==> src/rtl/fetch_pkg.sv <==
// Shared constants and types for the instruction fetch stage.
// The helper align_word clears byte-offset bits so fetch addresses stay word aligned.
package fetch_pkg;

   localparam logic [31:0] DEFAULT_NOP_WORD = 32'h0000_0000;
   localparam logic [31:0] PC_INC           = 32'd4;
   localparam logic [31:0] ADDR_ALIGN_MASK  = 32'hFFFF_FFFC;

   typedef enum logic [1:0] {
      PcSelReset,
      PcSelRedirect,
      PcSelHold,
      PcSelIncr
   } pc_sel_e;

   typedef struct packed {
      logic [31:0] instr;
      logic [31:0] pc_plus4;
      logic        valid;
   } ifid_t;

   function automatic logic [31:0] align_word(input logic [31:0] addr);
      return addr & ADDR_ALIGN_MASK;
   endfunction

endpackage

==> src/rtl/pc_register.sv <==
// Program counter flop with its next-PC selection (reset / redirect / hold / increment).
// pc is a pure register output so downstream control never reaches the memory address port.
module pc_register
   import fetch_pkg::*;
#(
   parameter logic [31:0] PC_RESET = 32'h0000_0000
) (
   input  logic        clk,
   input  logic        reset,
   input  logic        stall,
   input  logic        redirect,
   input  logic [31:0] redirect_target,
   output logic [31:0] pc,
   output logic [31:0] pc_plus4
);

   pc_sel_e     pc_sel;
   logic [31:0] pc_d;
   logic [31:0] pc_q;

   // Priority: reset > redirect > stall > increment.
   always_comb begin
      pc_sel = PcSelIncr;
      if (reset) begin
         pc_sel = PcSelReset;
      end else if (redirect) begin
         pc_sel = PcSelRedirect;
      end else if (stall) begin
         pc_sel = PcSelHold;
      end
   end

   always_comb begin
      pc_d = pc_q;
      unique case (pc_sel)
         PcSelReset:    pc_d = align_word(PC_RESET);
         PcSelRedirect: pc_d = align_word(redirect_target);
         PcSelHold:     pc_d = pc_q;
         PcSelIncr:     pc_d = pc_q + PC_INC;
         default:       pc_d = pc_q;
      endcase
   end

   always_ff @(posedge clk) begin
      pc_q <= pc_d;
   end

   assign pc       = pc_q;
   assign pc_plus4 = pc_q + PC_INC;

endmodule

==> src/rtl/instruction_fetch_stage.sv <==
// MIPS IF stage: PC, fetch address, IF/ID register, stall and branch/jump redirect handling.
// Define FETCH_PERF_CNT_EN to add the FetchCount / BubbleCount performance counters.
module instruction_fetch_stage
   import fetch_pkg::*;
#(
   parameter logic [31:0] PC_RESET = 32'h0000_0000,
   parameter logic [31:0] NOP_WORD = fetch_pkg::DEFAULT_NOP_WORD
) (
   input  logic        Clk,
   input  logic        Reset,
   input  logic        Stall,
   input  logic        BranchTaken,
   input  logic [31:0] BranchTarget,
   input  logic        Jump,
   input  logic [31:0] JumpTarget,
   input  logic [31:0] Instruction,
   output logic [31:0] Address,
   output logic [31:0] IfIdInstruction,
   output logic [31:0] IfIdPCPlus4,
   output logic        IfIdValid
`ifdef FETCH_PERF_CNT_EN
   ,
   output logic [31:0] FetchCount,
   output logic [31:0] BubbleCount
`endif
);

   logic        redirect;
   logic [31:0] redirect_target;
   logic        advance;
   logic [31:0] pc;
   logic [31:0] pc_plus4;
   ifid_t       ifid_d;
   ifid_t       ifid_q;

   // Branch wins over jump: it belongs to the older instruction.
   assign redirect        = BranchTaken | Jump;
   assign redirect_target = BranchTaken ? BranchTarget : JumpTarget;
   assign advance         = ~redirect & ~Stall;

   pc_register #(
      .PC_RESET(PC_RESET)
   ) u_pc_register (
      .clk            (Clk),
      .reset          (Reset),
      .stall          (Stall),
      .redirect       (redirect),
      .redirect_target(redirect_target),
      .pc             (pc),
      .pc_plus4       (pc_plus4)
   );

   always_comb begin
      ifid_d = ifid_q;
      if (Reset || redirect) begin
         // Squash the wrong-path fetch with a bubble.
         ifid_d.instr    = NOP_WORD;
         ifid_d.pc_plus4 = 32'd0;
         ifid_d.valid    = 1'b0;
      end else if (advance) begin
         ifid_d.instr    = Instruction;
         ifid_d.pc_plus4 = pc_plus4;
         ifid_d.valid    = 1'b1;
      end
   end

   always_ff @(posedge Clk) begin
      ifid_q <= ifid_d;
   end

   assign Address         = pc;
   assign IfIdInstruction = ifid_q.instr;
   assign IfIdPCPlus4     = ifid_q.pc_plus4;
   assign IfIdValid       = ifid_q.valid;

`ifdef FETCH_PERF_CNT_EN
   logic [31:0] fetch_cnt_q;
   logic [31:0] bubble_cnt_q;

   // Every non-reset cycle is either an advance or a bubble (redirect or stall).
   always_ff @(posedge Clk) begin
      if (Reset) begin
         fetch_cnt_q  <= 32'd0;
         bubble_cnt_q <= 32'd0;
      end else if (advance) begin
         fetch_cnt_q  <= fetch_cnt_q + 32'd1;
      end else begin
         bubble_cnt_q <= bubble_cnt_q + 32'd1;
      end
   end

   assign FetchCount  = fetch_cnt_q;
   assign BubbleCount = bubble_cnt_q;
`endif

endmodule

==> config.mk <==
export PLATFORM = sky130hd
export DESIGN_NAME = instruction_fetch_stage
export DESIGN_NICKNAME = d
export VERILOG_FILES = /design/src/rtl/fetch_pkg.sv /design/src/rtl/pc_register.sv /design/src/rtl/instruction_fetch_stage.sv
export SDC_FILE = /design/constraint.sdc
export NUM_CORES = 1
export LEC_CHECK = 0
export CAP_MARGIN = 30
export CORE_UTILIZATION = 41
export CTS_CLUSTER_SIZE = 10
export DETAILED_ROUTE_END_ITERATION = 7
export HOLD_SLACK_MARGIN = 0.03
export PLACE_DENSITY_LB_ADDON = 0.25
export SYNTH_ARGS = -nofsm -noshare
export SYNTH_HDL_FRONTEND = slang
export SYNTH_SLANG_ARGS = --single-unit
==> constraint.sdc <==
create_clock -name Clk -period 3.35 [get_ports Clk]
set_clock_uncertainty 0.2 [all_clocks]
set_input_delay 0.67 -clock Clk [delete_from_list [all_inputs] [get_ports Clk]]
set_output_delay 0.67 -clock Clk [all_outputs]
set_load 0.02 [all_outputs]
Yosys cells after proc, flatten, opt, wreduce, memory -nomap -nowiden

Index checks and enable logic that the tools add are counted.

Register bits after elaboration: 97
Output and inout bits: 97

$add $sub $neg: 1
Equal/unequal tests: 3
Multiplexer cells: 5
Bitwise gates (word level): 4
Reduce and logical (&&, ||, !) cells: 2

Operators by type and width:

| kind                    | number |
|---|---|
| $pmux W32 S3            | 1 |
| $add A32 B3 Y32 const B | 1 |
| $mux W32                | 1 |
| $eq A2 B2 Y1 const B    | 2 |
| $mux W2                 | 2 |
| $eq A2 B1 Y1 const B    | 1 |
| $logic_not A2 Y1        | 1 |
| $not A1 Y1              | 2 |
| $and A1 B1 Y1           | 1 |
| $logic_or A1 B1 Y1      | 1 |
| $mux W1                 | 1 |
| $or A1 B1 Y1            | 1 |

Logic depth before layout (Yosys ltp)

Gate-level depths: netlist of the first run.

Word-level depth: 5
Depth in mapped cells: 7
Gate-level depth less buffers: 6

Cells and area by module

Synthesis of the first run repeated with hierarchy kept, for this count alone.

Cell total of the unflattened synthesis: 468
Area, all modules: 4,936.0 µm²

Modules (own cells, without submodules):

| module                  | instances | cells an instance | area each (µm²) | sequential area each (µm²) |
|---|---|---|---|---|
| instruction_fetch_stage | 1         | 247               | 2,695.1         | 1,301.2 |
| pc_register             | 1         | 221               | 2,240.9         | 900.9 |

Worst setup path before layout of the first run

No wires, ideal clock.

Path kind: input to register
Start point: in BranchTaken
End point: reg u_pc_register.pc_q[10] (netlist: u_pc_register.pc[10]), enable pin
Setup time: 0.466 ns
Data arrival time: 2.151 ns
Data required time: 2.684 ns
Setup slack: 0.534 ns
Cell stages on the path: 4
Cell sequence: clkbuf_1 > nor3_1 > clkbuf_1 > nand2_1

Longest elaborated chain between the ends: 4

RTL lines:

| item                   | line                          | RTL |
|---|---|---|
| start: declaration     | instruction_fetch_stage.sv:12 | `input logic BranchTaken,` |
| $or A1 B1 Y1           | instruction_fetch_stage.sv:37 | `assign redirect = BranchTaken \| Jump;` |
| $mux W2                | pc_register.sv:26             | `end else if (redirect) begin` |
| $mux W2                | pc_register.sv:24             | `if (reset) begin` |
| $eq A2 B2 Y1           | pc_register.sv:35             | `unique case (pc_sel)` |
| end signal: assignment | pc_register.sv:45             | `pc_q <= pc_d;` |
| end: declaration       | pc_register.sv:19             | `logic [31:0] pc_q;` |

Every way passes these cells.
A chain may end at the register's enable or synchronous reset.

Worst setup path after layout of the first run

Start point: reg u_pc_register.pc_q[8] (netlist: u_pc_register.pc[8])
End point: out Address[8]

RTL lines:

| item             | line                          | RTL |
|---|---|---|
| end: declaration | instruction_fetch_stage.sv:17 | `output logic [31:0] Address,` |

No word-level cell between the ends.

==> out/qor_table.md, run 1 <==
| Stage | Item | This run |
|---|---|---|
| die | Initial Util | 0.429 |
| final layout | Area of combinational cells with multiple inputs | 1880 um^2 |
| clocking | CTS Root Buffer Type | sky130_fd_sc_hd__clkbuf_8 |
| routing | Total wire length after detailed routing | 11900 um |
| clocking | TritonCTS clock tree | built |
| routing | Average wire per standard cell | 17.1 um |
| routing | Routed vias | 3704 |
| power | Power per cell area | 402 nW/um^2 |
| die | Die Wd | 104 um |
| grt | Wire length of the first global-routing pass | 19400 um |
| worst setup path | Data required time at the worst endpoint | 2.48 ns |
| clocking | CTS clock-pin slew for the worst setup and hold paths | 0.10 ns |
| clocking | Post-CTS Repair Setup Buffers | 0 |
| worst setup path | Worst setup path category | reg2out |
| sta | Transition time at the pin with the least slew margin | 0.772 ns |
| die | Row count | 36 |
| sta | Crit share post-route | 0.743 |
| synth | Compound-gate portion of the synthesized area | 0.203 |
| final layout | Fraction of final layout cells with drive strength greater than 1 | 0.137 |
| worst setup path | CP max-delay cell | sky130_fd_sc_hd__clkdlybuf4s50_1 |
| worst setup path | Type of destination of the critical path | output pin |
| worst setup path | Worst path arrival time | 1.62 ns |
| final layout | Most frequent cells in the layout | 188 x sky130_fd_sc_hd__clkdlybuf4s50_1, 63 x sky130_fd_sc_hd__dfxtp_1, 32 x sky130_fd_sc_hd__o221a_2 |
| worst setup path | Ordered cell list for the critical path | clkdlybuf4s50_1 |
| synth | Simple-gate share of the synthesized area | 0.104 |
| die | Die area | 10700 um^2 |
| clocking | Count of clock tree sinks | 93 |
| grt | Initial antenna violation count | 0 |
| sta | Remaining max-slew budget at the tightest pin | 0.485 |
| die | Core area | 9860 um^2 |
| power | Leakage dissipation | 2.41 nW |
| worst setup path | Largest fanout on the critical path | 7 |
| clocking | Clock H-tree levels | 3 |
| placed design | Cell count after placement | 680 |
| placed design | Gp weighted congestion | 0.796 |
| clocking | Skew-Pair Late Insertion Delay | 0.36 ns |
| final layout | Number of standard cells in the final layout excluding fillers | 696 |
| synth | Synth Cell Area | 4230 um^2 |
| clocking | Number of buffers created by CTS | 9 |
| routing | Number of antenna-violating nets in the routed design | 0 |
| routing | Via-per-instance ratio | 5.32 |
| synth | Count of unique library cells instantiated by Yosys | 39 |
| sta | Post-layout min period | 2.49 ns |
| synth | Post-synthesis mux area share | 0.0710 |
| worst setup path | CP Buf/Inv Count | 1 |
| clocking | Number of buffers on the longest clock path | 2 |
| routing | Number of iterations in the first detailed-routing pass | 4 |
| sta | Total count of max-transition violations in the final report | 0 |
| final layout | Signed area change from the synthesized netlist to the final layout | 53.2% |
| synth | Instance count of the mapped netlist | 377 |
| synth | Mean instance size in the synthesized netlist | 11.2 um^2 |
| final layout | Register area | 2160 um^2 |
| grt | Overall fraction of global-route tracks in use | 0.225 |
| placed design | HPWL Detailed | 8530 um |
| sta | Count of final setup violators | 0 |
| grt | Number of global-route vias before repair | 3685 |
| final layout | Commonest non-fill, non-tap cell in the layout | sky130_fd_sc_hd__clkdlybuf4s50_1 |
| routing | Number of DRC markers in iteration 0 | 140 |
| clocking | PostCTS Resize Cnt | 0 |
| final layout | Antenna cell count | 0 |
| worst hold path | Class of the most critical hold timing path | reg2reg |
| final layout | Number of fill cells | 787 |
| worst setup path | CP top delay family | buffers and inverters |
| job | Number of max-cap violations | 0 |
| sta | Setup repair after global routing missed its margin | false |
| routing | Remaining routing DRC violations | 0 |
| worst setup path | Category of the worst setup path launch point | flop |
| worst setup path | Crit path largest cell delay | 0.68 ns |
| sta | Setup Total Neg Slack | 0 ns |
| power | Maximum ir drop on the vdd rail | 0.267 mV |
| synth | Number of warnings printed during yosys synthesis | 0 |
| synth | Adder-cell share of the synthesized area | 0.00296 |
| placed design | Buffers on Ports | 189 |
| sta | Number of hold violations in the final report | 0 |
| die | Total I/O pin count | 198 |
| synth | Post-synthesis register bit count | 93 |
| synth | Combinational family with the most area after synthesis | compound AO/OA/AOI/OAI gates |
| sta | Max Fclk | 402 MHz |
| outcome | Result of the run | completed |
| final layout | # nets final | 660 |
| grt | Overflow left after global routing | 0 |
| grt | Largest net degree at the start of global routing | 40 |
| synth | Sequential fraction of the synthesis area | 0.511 |
| synth | Fraction of synthesized cell area in xor and xnor cells | 0.0580 |
| die | Height of the die | 104 um |
| clocking | CTS Hold Buffers Added | 0 |
Yosys cell counts, drive strengths merged:
| library cell | instances | area share |
|---|---|---|
| and2 | 1 | 0.0015 |
| or3 | 2 | 0.0030 |
| xnor2 | 21 | 0.043 |
| o221a | 32 | 0.085 |
| a21oi | 28 | 0.033 |
| mux2i | 30 | 0.071 |
| nor4 | 9 | 0.033 |
| o21bai | 1 | 0.0018 |
| nor3 | 7 | 0.0083 |
| edfxtp | 30 | 0.21 |
| o21ai | 28 | 0.033 |
| o21a | 1 | 0.0018 |
| buf | 9 | 0.018 |
| nand4 | 7 | 0.017 |
| dfxtp | 63 | 0.30 |
| o22ai | 30 | 0.044 |
| nand2b | 1 | 0.0015 |
| nor2 | 7 | 0.0062 |
| xor2 | 7 | 0.014 |
| clkbuf | 28 | 0.025 |
| inv | 6 | 0.0053 |
| and3 | 4 | 0.0059 |
| nand3 | 9 | 0.015 |
| or2 | 1 | 0.0015 |
| clkinv | 1 | 0.00089 |
| a211oi | 2 | 0.0035 |
| and4 | 2 | 0.0041 |
| nand2 | 8 | 0.0071 |
| ha | 1 | 0.0030 |
| conb | 1 | 0.00089 |
flip-flops by register name, summed over array words and instances, names as in the netlist:
name and flops:
IfIdInstruction 32, IfIdPCPlus4 30, IfIdValid 1, u_pc_register.pc 30
area by class of cell:
type | count | share of cell area
Timing Repair Buffer | 204 | 0.310
Sequential cell | 93 | 0.334
Tap cell | 133 | 0.0257
Clock buffer | 11 | 0.0268
Clock inverter | 5 | 0.00927
Inverter | 7 | 0.00405
Multi-Input combinational cell | 243 | 0.291
per-layer routing:
layer | part of all wire | up-vias | GRT usage
li1 | - | 1798 | -
met1 | 0.43 | 1738 | 0.288
met2 | 0.49 | 157 | 0.381
met3 | 0.072 | 11 | 0.0510
met4 | 0.010 | 0 | 0.0642
met5 | 0 | - | 0
through the flow:
| step | hold slack, ns | power [mW] | util | setup slack, ns | area (um^2) |
|---|---|---|---|---|---|
| final | 0.273 | 2.61 | 0.657 | 0.860 | 6480 |
| after global routing | 0.291 | 2.72 | 0.657 | 0.799 | 6480 |
| after CTS | 0.277 | 2.63 | 0.657 | 0.849 | 6480 |
| after detailed placement | 0.255 | 1.78 | 0.633 | 0.627 | 6250 |
| after global placement | 0.247 | 1.77 | 0.632 | 0.586 | 6230 |
| after floorplan | 0.363 | 1.51 | - | 0.534 | 4240 |
worst paths after layout:
kind / from / slack (ns) / endpoint / cells past startpoint
worst max-delay path: u_pc_register.pc[8]$_SDFFCE_PN0P_ / 0.86 / Address[8] / 1
worst min-delay path: IfIdValid$_SDFFE_PP0P_ / 0.27 / IfIdValid$_SDFFE_PP0P_ / 1
worst max register to register: u_pc_register.pc[2]$_SDFFCE_PN0P_ / 0.97 / u_pc_register.pc[26]$_SDFFCE_PN0P_ / 6
worst min register to register: IfIdValid$_SDFFE_PP0P_ / 0.27 / IfIdValid$_SDFFE_PP0P_ / 1
power by group:
group	switching, mW	internal [mW]
combinational	0.215	0.257
sequential	0.0575	1.22
clock	0.415	0.441
total	0.687	1.92
kinds of logic after synthesis:
group	after synthesis
AOI/OAI and AO/OA	122
DFF	93
and+or+nand+nor	58
buffers and inverters	44
muxes	30
xor gates and xnor gates	28
adders and majority gates	1
other	1
Power figures use the tool's default switching activity.
==> run 2, diff against run 1 <==
Clock period 3.35 ns to 2.4 ns, I/O delays scaled along.
==> run 2 against run 1 <==
Routed wire length rose by 3.7%; power is 33% higher; sequential cell count unchanged; first-iteration DRC count grew 28%; largest power group unchanged; clock-buffer cell count down 2; sequential share of layout area decreased by 0.23 points; worst setup slack worse by 0.76 ns.
==> out/qor_table.md, run 2 (synthesis gave the netlist of run 1 again) <==
| Stage | Item | This run | Change |
|---|---|---|---|
| final layout | Area of all placed cells without fillers | 6530 um^2 | +0.70% |
| power | Relative contribution of the clock network to total power | 0.292 | -0.036 |
| clocking | Skew-Pair Late Insertion Delay | 0.37 ns | about the same |
| worst setup path | Ordered cell list for the critical path | clkdlybuf4s50_1 |  |
| final layout | Signed area change from the synthesized netlist to the final layout | 54.2% |  |
| power | Part of the power in registers | 0.512 | +0.021 |
| final layout | Most frequent cells in the layout | 188 x sky130_fd_sc_hd__clkdlybuf4s50_1, 63 x sky130_fd_sc_hd__dfxtp_1, 32 x sky130_fd_sc_hd__o221a_2 |  |
| placed design | Total placed instance area | 6320 um^2 | +1.2% |
| die | Core area | 9860 um^2 | unchanged |
| worst setup path | CP max-delay cell | sky130_fd_sc_hd__clkdlybuf4s50_1 |  |
| die | Initial Util | 0.429 | unchanged |
| grt | Overall fraction of global-route tracks in use | 0.235 | +0.0101 |
| worst hold path | Capture endpoint of the worst hold path | IfIdValid$_SDFFE_PP0P_ |  |
| worst setup path | CP Buf/Inv Count | 1 | unchanged |
| routing | Number of DRC markers in iteration 0 | 179 | +28% |
| power | Power per cell area | 533 nW/um^2 | +33% |
| clocking | CTS Root Buffer Type | sky130_fd_sc_hd__clkbuf_8 |  |
| sta | Crit share post-route | 0.959 |  |
| grt | Number of global-route vias before repair | 3935 | +6.8% |
| power | Internal | 2.48 mW | +29% |
| worst hold path | Startpoint of the worst hold path | IfIdValid$_SDFFE_PP0P_ |  |
| power | Leakage dissipation | 2.43 nW | +0.96% |
| clocking | Number of buffers created by CTS | 9 | unchanged |
| power | Maximum ir drop on the vdd rail | 0.270 mV | +1.0% |
| clocking | Number of buffers on the longest clock path | 2 | unchanged |
| worst setup path | Data required time at the worst endpoint | 1.72 ns | -0.76 ns |
| worst setup path | Category of the worst setup path launch point | flop |  |
| clocking | Count of clock tree sinks | 93 | unchanged |
| grt | Overflow left after global routing | 0 | unchanged |
| die | Die Wd | 104 um | unchanged |
| final layout | Commonest non-fill, non-tap cell in the layout | sky130_fd_sc_hd__clkdlybuf4s50_1 |  |
| placed design | Buffers on Ports | 189 | unchanged |
| placed design | Gp weighted congestion | 0.806 | +1.3% |
| outcome | Result of the run | completed |  |
| sta | Max Fclk | 434 MHz |  |
| power | Switching portion of total power | 0.287 | +0.0237 |
| worst setup path | Largest fanout on the critical path | 7 | unchanged |
| sta | Total count of max-transition violations in the final report | 0 | unchanged |
| power | Net switching component of the power | 999 uW | +45% |
| placed design | HPWL Detailed | 8740 um | +2.4% |
| worst setup path | Reg2reg end | u_pc_register.pc[19]$_SDFFCE_PN0P_ |  |
| clocking | CTS clock-pin slew for the worst setup and hold paths | 0.10 ns | about the same |
| routing | Total wire length after detailed routing | 12300 um | +3.7% |
| sta | Count of final setup violators | 0 | unchanged |
| clocking | TritonCTS clock tree | built |  |
| final layout | Area of combinational cells with multiple inputs | 1900 um^2 | +0.86% |
| final layout | Antenna cell count | 0 | unchanged |
| grt | Initial antenna violation count | 0 | unchanged |
| worst hold path | Hold depth | 1 | unchanged |
| sta | Number of hold violations in the final report | 0 | unchanged |
| worst setup path | Launch point of the worst reg-to-reg path | u_pc_register.pc[13]$_SDFFCE_PN0P_ |  |
| worst setup path | Worst path arrival time | 1.62 ns | about the same |
| clocking | Clock H-tree levels | 3 | unchanged |
| worst setup path | Crit path largest cell delay | 0.68 ns | about the same |
| routing | Remaining routing DRC violations | 0 | unchanged |
| die | Row count | 36 | unchanged |
| die | Total I/O pin count | 198 | unchanged |
| routing | Average wire per standard cell | 17.6 um | +2.8% |
| routing | Number of iterations in the first detailed-routing pass | 5 | +1 |
| grt | Wire length of the first global-routing pass | 20100 um | +3.7% |
| worst setup path | Worst setup path category | reg2out |  |
| routing | Number of antenna-violating nets in the routed design | 0 | unchanged |
| worst setup path | R2R depth | 6 | unchanged |
| final layout | # nets final | 666 | +0.91% |
| routing | Routed vias | 3836 | +3.6% |
| worst setup path | CP top delay family | buffers and inverters |  |
| final layout | Fraction of final layout cells with drive strength greater than 1 | 0.155 | +0.0179 |
| job | Number of max-cap violations | 0 | unchanged |
| power | Logic gate share of total power | 0.196 | +0.015 |
| sta | Setup repair after global routing missed its margin | false |  |
| grt | Largest net degree at the start of global routing | 37 | -7.5% |
| die | Die area | 10700 um^2 | unchanged |
| final layout | Max FFs per register | 32 | unchanged |
| worst setup path | Type of destination of the critical path | output pin |  |
| sta | Setup Total Neg Slack | 0 ns | unchanged |
| routing | Via-per-instance ratio | 5.46 | +2.7% |
| sta | Post-layout min period | 2.30 ns |  |
| clocking | Post-CTS Repair Setup Buffers | 0 | unchanged |
| final layout | Register area | 2160 um^2 | unchanged |
| worst hold path | Class of the most critical hold timing path | reg2reg |  |
| die | Height of the die | 104 um | unchanged |
| worst setup path | Slack of the worst reg-to-reg path | 0.19 ns | -0.78 ns |
| final layout | Number of fill cells | 806 | +2.4% |
==> run 2: changes by cell type in the layout (fill, tap and decap cells not counted), sizes merged <==
cell	change
buf	+6
clkinv	+1
clkbuf	-2
bufinv	-1
inv	+2
==> run 2: timing repair <==
item | 4_1_cts | 5_1_grt
resized for setup | 0 | 4
setup endpoints to repair | 0 | 7
hold buffers | 0 | 0
hold endpoints to repair | 0 | 0
==> run 2: metal layers <==
metal  part of all wire  track usage  vias to the layer above
li1                   -            -                     1811
met1               0.42        0.286                     1827
met2               0.49        0.402                      175
met3              0.067       0.0478                       23
met4              0.024        0.104                        0
met5                  0            0                        -
==> run 2: area by class of cell <==
cell class              instances  share of cell area
flip-flops and latches         93               0.331
clock buffers                   9              0.0190
well taps                     133              0.0255
multi-input cells             243               0.291
clock inverters                 7             0.00978
inverters                       7             0.00403
repair buffers                210               0.319
==> run 2: power by group through the flow <==
stage / Clock, mW / Sequential [mW] / Combinational, mW
floorplan: 0 / 1.90 / 0.209
global placement: 0 / 1.81 / 0.672
detailed placement: 0 / 1.81 / 0.682
CTS: 1.04 / 1.78 / 0.686
global route: 1.11 / 1.79 / 0.724
finish: 1.01 / 1.78 / 0.683
==> run 2: metrics by stage <==
stage	setup slack (ns)	std cells	utilization	hold slack [ns]	total power, mW
CTS	0.0709	702	0.660	0.289	3.50
floorplan	0.0639	380	-	0.363	2.10
finish	0.0984	702	0.661	0.280	3.48
detailed placement	0.119	686	0.641	0.266	2.50
global placement	0.163	686	0.641	0.248	2.48
global route	0.0264	702	0.661	0.303	3.63
==> run 2: worst max path at each step <==
stage	startpoint	to	slack, ns	cells past startpoint
global route	u_pc_register.pc[3]$_SDFFCE_PN0P_	u_pc_register.pc[28]$_SDFFCE_PN0P_	0.03	6
CTS	u_pc_register.pc[8]$_SDFFCE_PN0P_	Address[8]	0.07	1
global placement	u_pc_register.pc[5]$_SDFFCE_PN0P_	u_pc_register.pc[27]$_SDFFCE_PN0P_	0.16	5
floorplan	BranchTaken	u_pc_register.pc[10]$_SDFFCE_PN0P_	0.06	4
finish	u_pc_register.pc[8]$_SDFFCE_PN0P_	Address[8]	0.1	1
detailed placement	u_pc_register.pc[5]$_SDFFCE_PN0P_	u_pc_register.pc[31]$_SDFFCE_PN0P_	0.12	5
==> run 2: worst register-to-register path: stages, from the launching register on <==
cell	delay (ns)
sky130_fd_sc_hd__edfxtp_1	0.42
sky130_fd_sc_hd__nand3_2	0.12
sky130_fd_sc_hd__or2_2	0.49
sky130_fd_sc_hd__buf_4	0.21
sky130_fd_sc_hd__nor3_1	0.21
sky130_fd_sc_hd__xnor2_1	0.19
sky130_fd_sc_hd__o22ai_1	0.12
==> run 3, diff against run 2 <==
Settings changed: CORE_ASPECT_RATIO from default to 1.2, MAX_ROUTING_LAYER from default to met4.
==> run 3 against run 2 <==
Global-route usage rose by 0.17 points; via count shrank 1.5%; first-iteration DRC count is 23% lower; cell area is 0.84% higher; clock-buffer cell count up 2; power up 7.3%; sequential power hardly changed; non-clock buffer count rose by 4.
==> out/qor_table.md, run 3 (synthesis gave the netlist of run 1 again) <==
| Stage | Item | This run | Change |
|---|---|---|---|
| sta | Setup Total Neg Slack | 0 ns | unchanged |
| final layout | Commonest non-fill, non-tap cell in the layout | sky130_fd_sc_hd__clkdlybuf4s50_1 |  |
| worst setup path | Slack of the worst reg-to-reg path | 0.22 ns | +0.03 ns |
| worst setup path | CP max-delay cell | sky130_fd_sc_hd__clkdlybuf4s50_1 |  |
| final layout | Max FFs per register | 32 | unchanged |
| power | Net switching component of the power | 956 uW | -4.3% |
| final layout | Signed area change from the synthesized netlist to the final layout | 55.5% |  |
| power | Maximum ir drop on the vdd rail | 0.410 mV | +52% |
| grt | Number of global-route vias before repair | 3894 | -1.0% |
| power | Power per cell area | 567 nW/um^2 | +6.4% |
| placed design | HPWL Detailed | 8820 um | +0.89% |
| worst setup path | R2R depth | 5 | -1 |
| worst setup path | Type of destination of the critical path | output pin |  |
| die | Initial Util | 0.423 | -0.00622 |
| worst setup path | Largest fanout on the critical path | 7 | unchanged |
| routing | Remaining routing DRC violations | 0 | unchanged |
| grt | Wire length of the first global-routing pass | 19100 um | -5.1% |
| routing | Number of antenna-violating nets in the routed design | 0 | unchanged |
| worst hold path | Startpoint of the worst hold path | IfIdValid$_SDFFE_PP0P_ |  |
| sta | Post-layout worst setup margin | 0.147 ns | +0.0487 ns |
| clocking | TritonCTS clock tree | built |  |
| placed design | Total placed instance area | 6320 um^2 | about the same |
| final layout | Number of fill cells | 801 | -0.62% |
| worst setup path | CP top delay family | buffers and inverters |  |
| routing | Via-per-instance ratio | 5.40 | -1.1% |
| clocking | CTS Hold Buffers Added | 0 | unchanged |
| worst setup path | Worst path arrival time | 1.57 ns | -0.05 ns |
| worst setup path | Data required time at the worst endpoint | 1.72 ns | about the same |
| power | Switching portion of total power | 0.256 | -0.0311 |
| routing | Average wire per standard cell | 17.3 um | -1.5% |
| placed design | Buffers on Ports | 189 | unchanged |
| grt | Overall fraction of global-route tracks in use | 0.237 | +0.00170 |
| routing | Total wire length after detailed routing | 12100 um | -1.9% |
| placed design | Gp weighted congestion | 0.750 | -6.9% |
| placed design | Worst slack, placed | 0.111 ns | -0.00852 ns |
| sta | Total count of max-transition violations in the final report | 0 | unchanged |
| die | Total I/O pin count | 198 | unchanged |
| power | Relative contribution of the clock network to total power | 0.341 | +0.049 |
| clocking | Number of buffers created by CTS | 9 | unchanged |
| power | Part of the power in registers | 0.476 | -0.036 |
| routing | Routed vias | 3778 | -1.5% |
| final layout | Fraction of final layout cells with drive strength greater than 1 | 0.150 | -0.00457 |
| power | Logic gate share of total power | 0.183 | -0.013 |
| worst setup path | Ordered cell list for the critical path | clkdlybuf4s50_1 |  |
| worst hold path | Hold depth | 1 | unchanged |
| clocking | Clock H-tree levels | 3 | unchanged |
| worst hold path | Capture endpoint of the worst hold path | IfIdValid$_SDFFE_PP0P_ |  |
| final layout | # nets final | 670 | +0.60% |
| sta | Max Fclk | 444 MHz | +2.2% |
| grt | Initial antenna violation count | 0 | unchanged |
| final layout | Antenna cell count | 0 | unchanged |
| sta | Post-layout min period | 2.25 ns | -0.0487 ns |
| routing | Number of iterations in the first detailed-routing pass | 5 | unchanged |
| outcome | Result of the run | completed |  |
| sta | Count of final setup violators | 0 | unchanged |
| final layout | Area of all placed cells without fillers | 6580 um^2 | +0.84% |
| grt | Largest net degree at the start of global routing | 33 | -11% |
| worst setup path | Worst setup path category | reg2out |  |
| worst setup path | Reg2reg end | u_pc_register.pc[27]$_SDFFCE_PN0P_ |  |
| power | Sum of internal, switching and leakage power | 3.73 mW | +7.3% |
| die | Core area | 10000 um^2 | +1.5% |
| worst setup path | Category of the worst setup path launch point | flop |  |
| job | Number of max-cap violations | 0 | unchanged |
| clocking | PostCTS Resize Cnt | 0 | unchanged |
| final layout | Most frequent cells in the layout | 188 x sky130_fd_sc_hd__clkdlybuf4s50_1, 63 x sky130_fd_sc_hd__dfxtp_1, 32 x sky130_fd_sc_hd__o221a_2 |  |
| die | Height of the die | 113 um | +9.4% |
| worst setup path | Crit path largest cell delay | 0.68 ns | about the same |
| sta | Crit share post-route | 0.939 | -0.0203 |
| routing | Number of DRC markers in iteration 0 | 138 | -23% |
| worst setup path | CP Buf/Inv Count | 1 | unchanged |
| clocking | Post-CTS Repair Setup Buffers | 0 | unchanged |
| power | Leakage dissipation | 2.47 nW | +1.7% |
| die | Die Wd | 94.7 um | -8.5% |
| sta | Number of hold violations in the final report | 0 | unchanged |
| power | Internal | 2.78 mW | +12% |
| worst setup path | Launch point of the worst reg-to-reg path | u_pc_register.pc[5]$_SDFFCE_PN0P_ |  |
| worst setup path | Number of logic stages on the critical path including buffering | 1 | unchanged |
| clocking | Skew-Pair Late Insertion Delay | 0.34 ns | -0.03 ns |
| clocking | Count of clock tree sinks | 93 | unchanged |
| clocking | CTS clock-pin slew for the worst setup and hold paths | 0.06 ns | -0.04 ns |
| clocking | CTS Root Buffer Type | sky130_fd_sc_hd__clkbuf_16 |  |
| sta | Setup repair after global routing missed its margin | false |  |
| die | Die area | 10700 um^2 | about the same |
| clocking | Number of buffers on the longest clock path | 2 | unchanged |
| grt | Overflow left after global routing | 0 | unchanged |
| worst hold path | Class of the most critical hold timing path | reg2reg |  |
| die | Row count | 40 | +11% |
==> run 3: cell types whose count changed in the layout (fill, tap and decap cells not counted), moves of 3 or more <==
| cell | previous run | this run |
|---|---|---|
| sky130_fd_sc_hd__clkbuf_16 | 0 | 9 |
| sky130_fd_sc_hd__clkbuf_8 | 9 | 0 |
| sky130_fd_sc_hd__buf_4 | 18 | 24 |
| sky130_fd_sc_hd__clkinv_2 | 0 | 3 |
==> run 3: stage by stage <==
stage / util / hold slack [ns] / std cells
2_1_floorplan: - / 0.363 / 380
4_1_cts: 0.657 / 0.272 / 699
5_1_grt: 0.657 / 0.288 / 699
6_report: 0.657 / 0.266 / 699
3_3_place_gp: 0.631 / 0.247 / 683
3_5_place_dp: 0.631 / 0.259 / 683
==> run 3: power groups by stage <==
stage | combinational [mW] | clock, mW | sequential [mW]
global route | 0.728 | 1.38 | 1.79
finish | 0.684 | 1.27 | 1.78
CTS | 0.690 | 1.29 | 1.78
detailed placement | 0.685 | 0 | 1.81
floorplan | 0.209 | 0 | 1.90
global placement | 0.676 | 0 | 1.81
==> run 3: how the worst max path moves through the flow <==
stage,start,to,slack (ns)
after floorplan,BranchTaken,u_pc_register.pc[10]$_SDFFCE_PN0P_,0.06
after global placement,Jump,u_pc_register.pc[8]$_SDFFCE_PN0P_,0.15
after detailed placement,Jump,IfIdPCPlus4[21]$_SDFFE_PP0P_,0.11
after CTS,u_pc_register.pc[8]$_SDFFCE_PN0P_,Address[8],0.13
after global routing,u_pc_register.pc[8]$_SDFFCE_PN0P_,Address[8],0.06
final,u_pc_register.pc[8]$_SDFFCE_PN0P_,Address[8],0.15
==> run 3: layout make-up <==
class	count	area [um^2]	area share
clock buffer	11	233	0.0354
clock inverter	5	27.5	0.00418
inverter	7	26.3	0.00399
multi-input combinational	243	1890	0.287
sequential	93	2160	0.329
tap	126	158	0.0240
timing repair buffer	214	2090	0.317
==> run 3: routing by layer <==
metal	GRT usage	wire [um]
met5	-	0
met4	0.0848	173
met3	0.0470	894
met2	0.417	6220
met1	0.262	4820
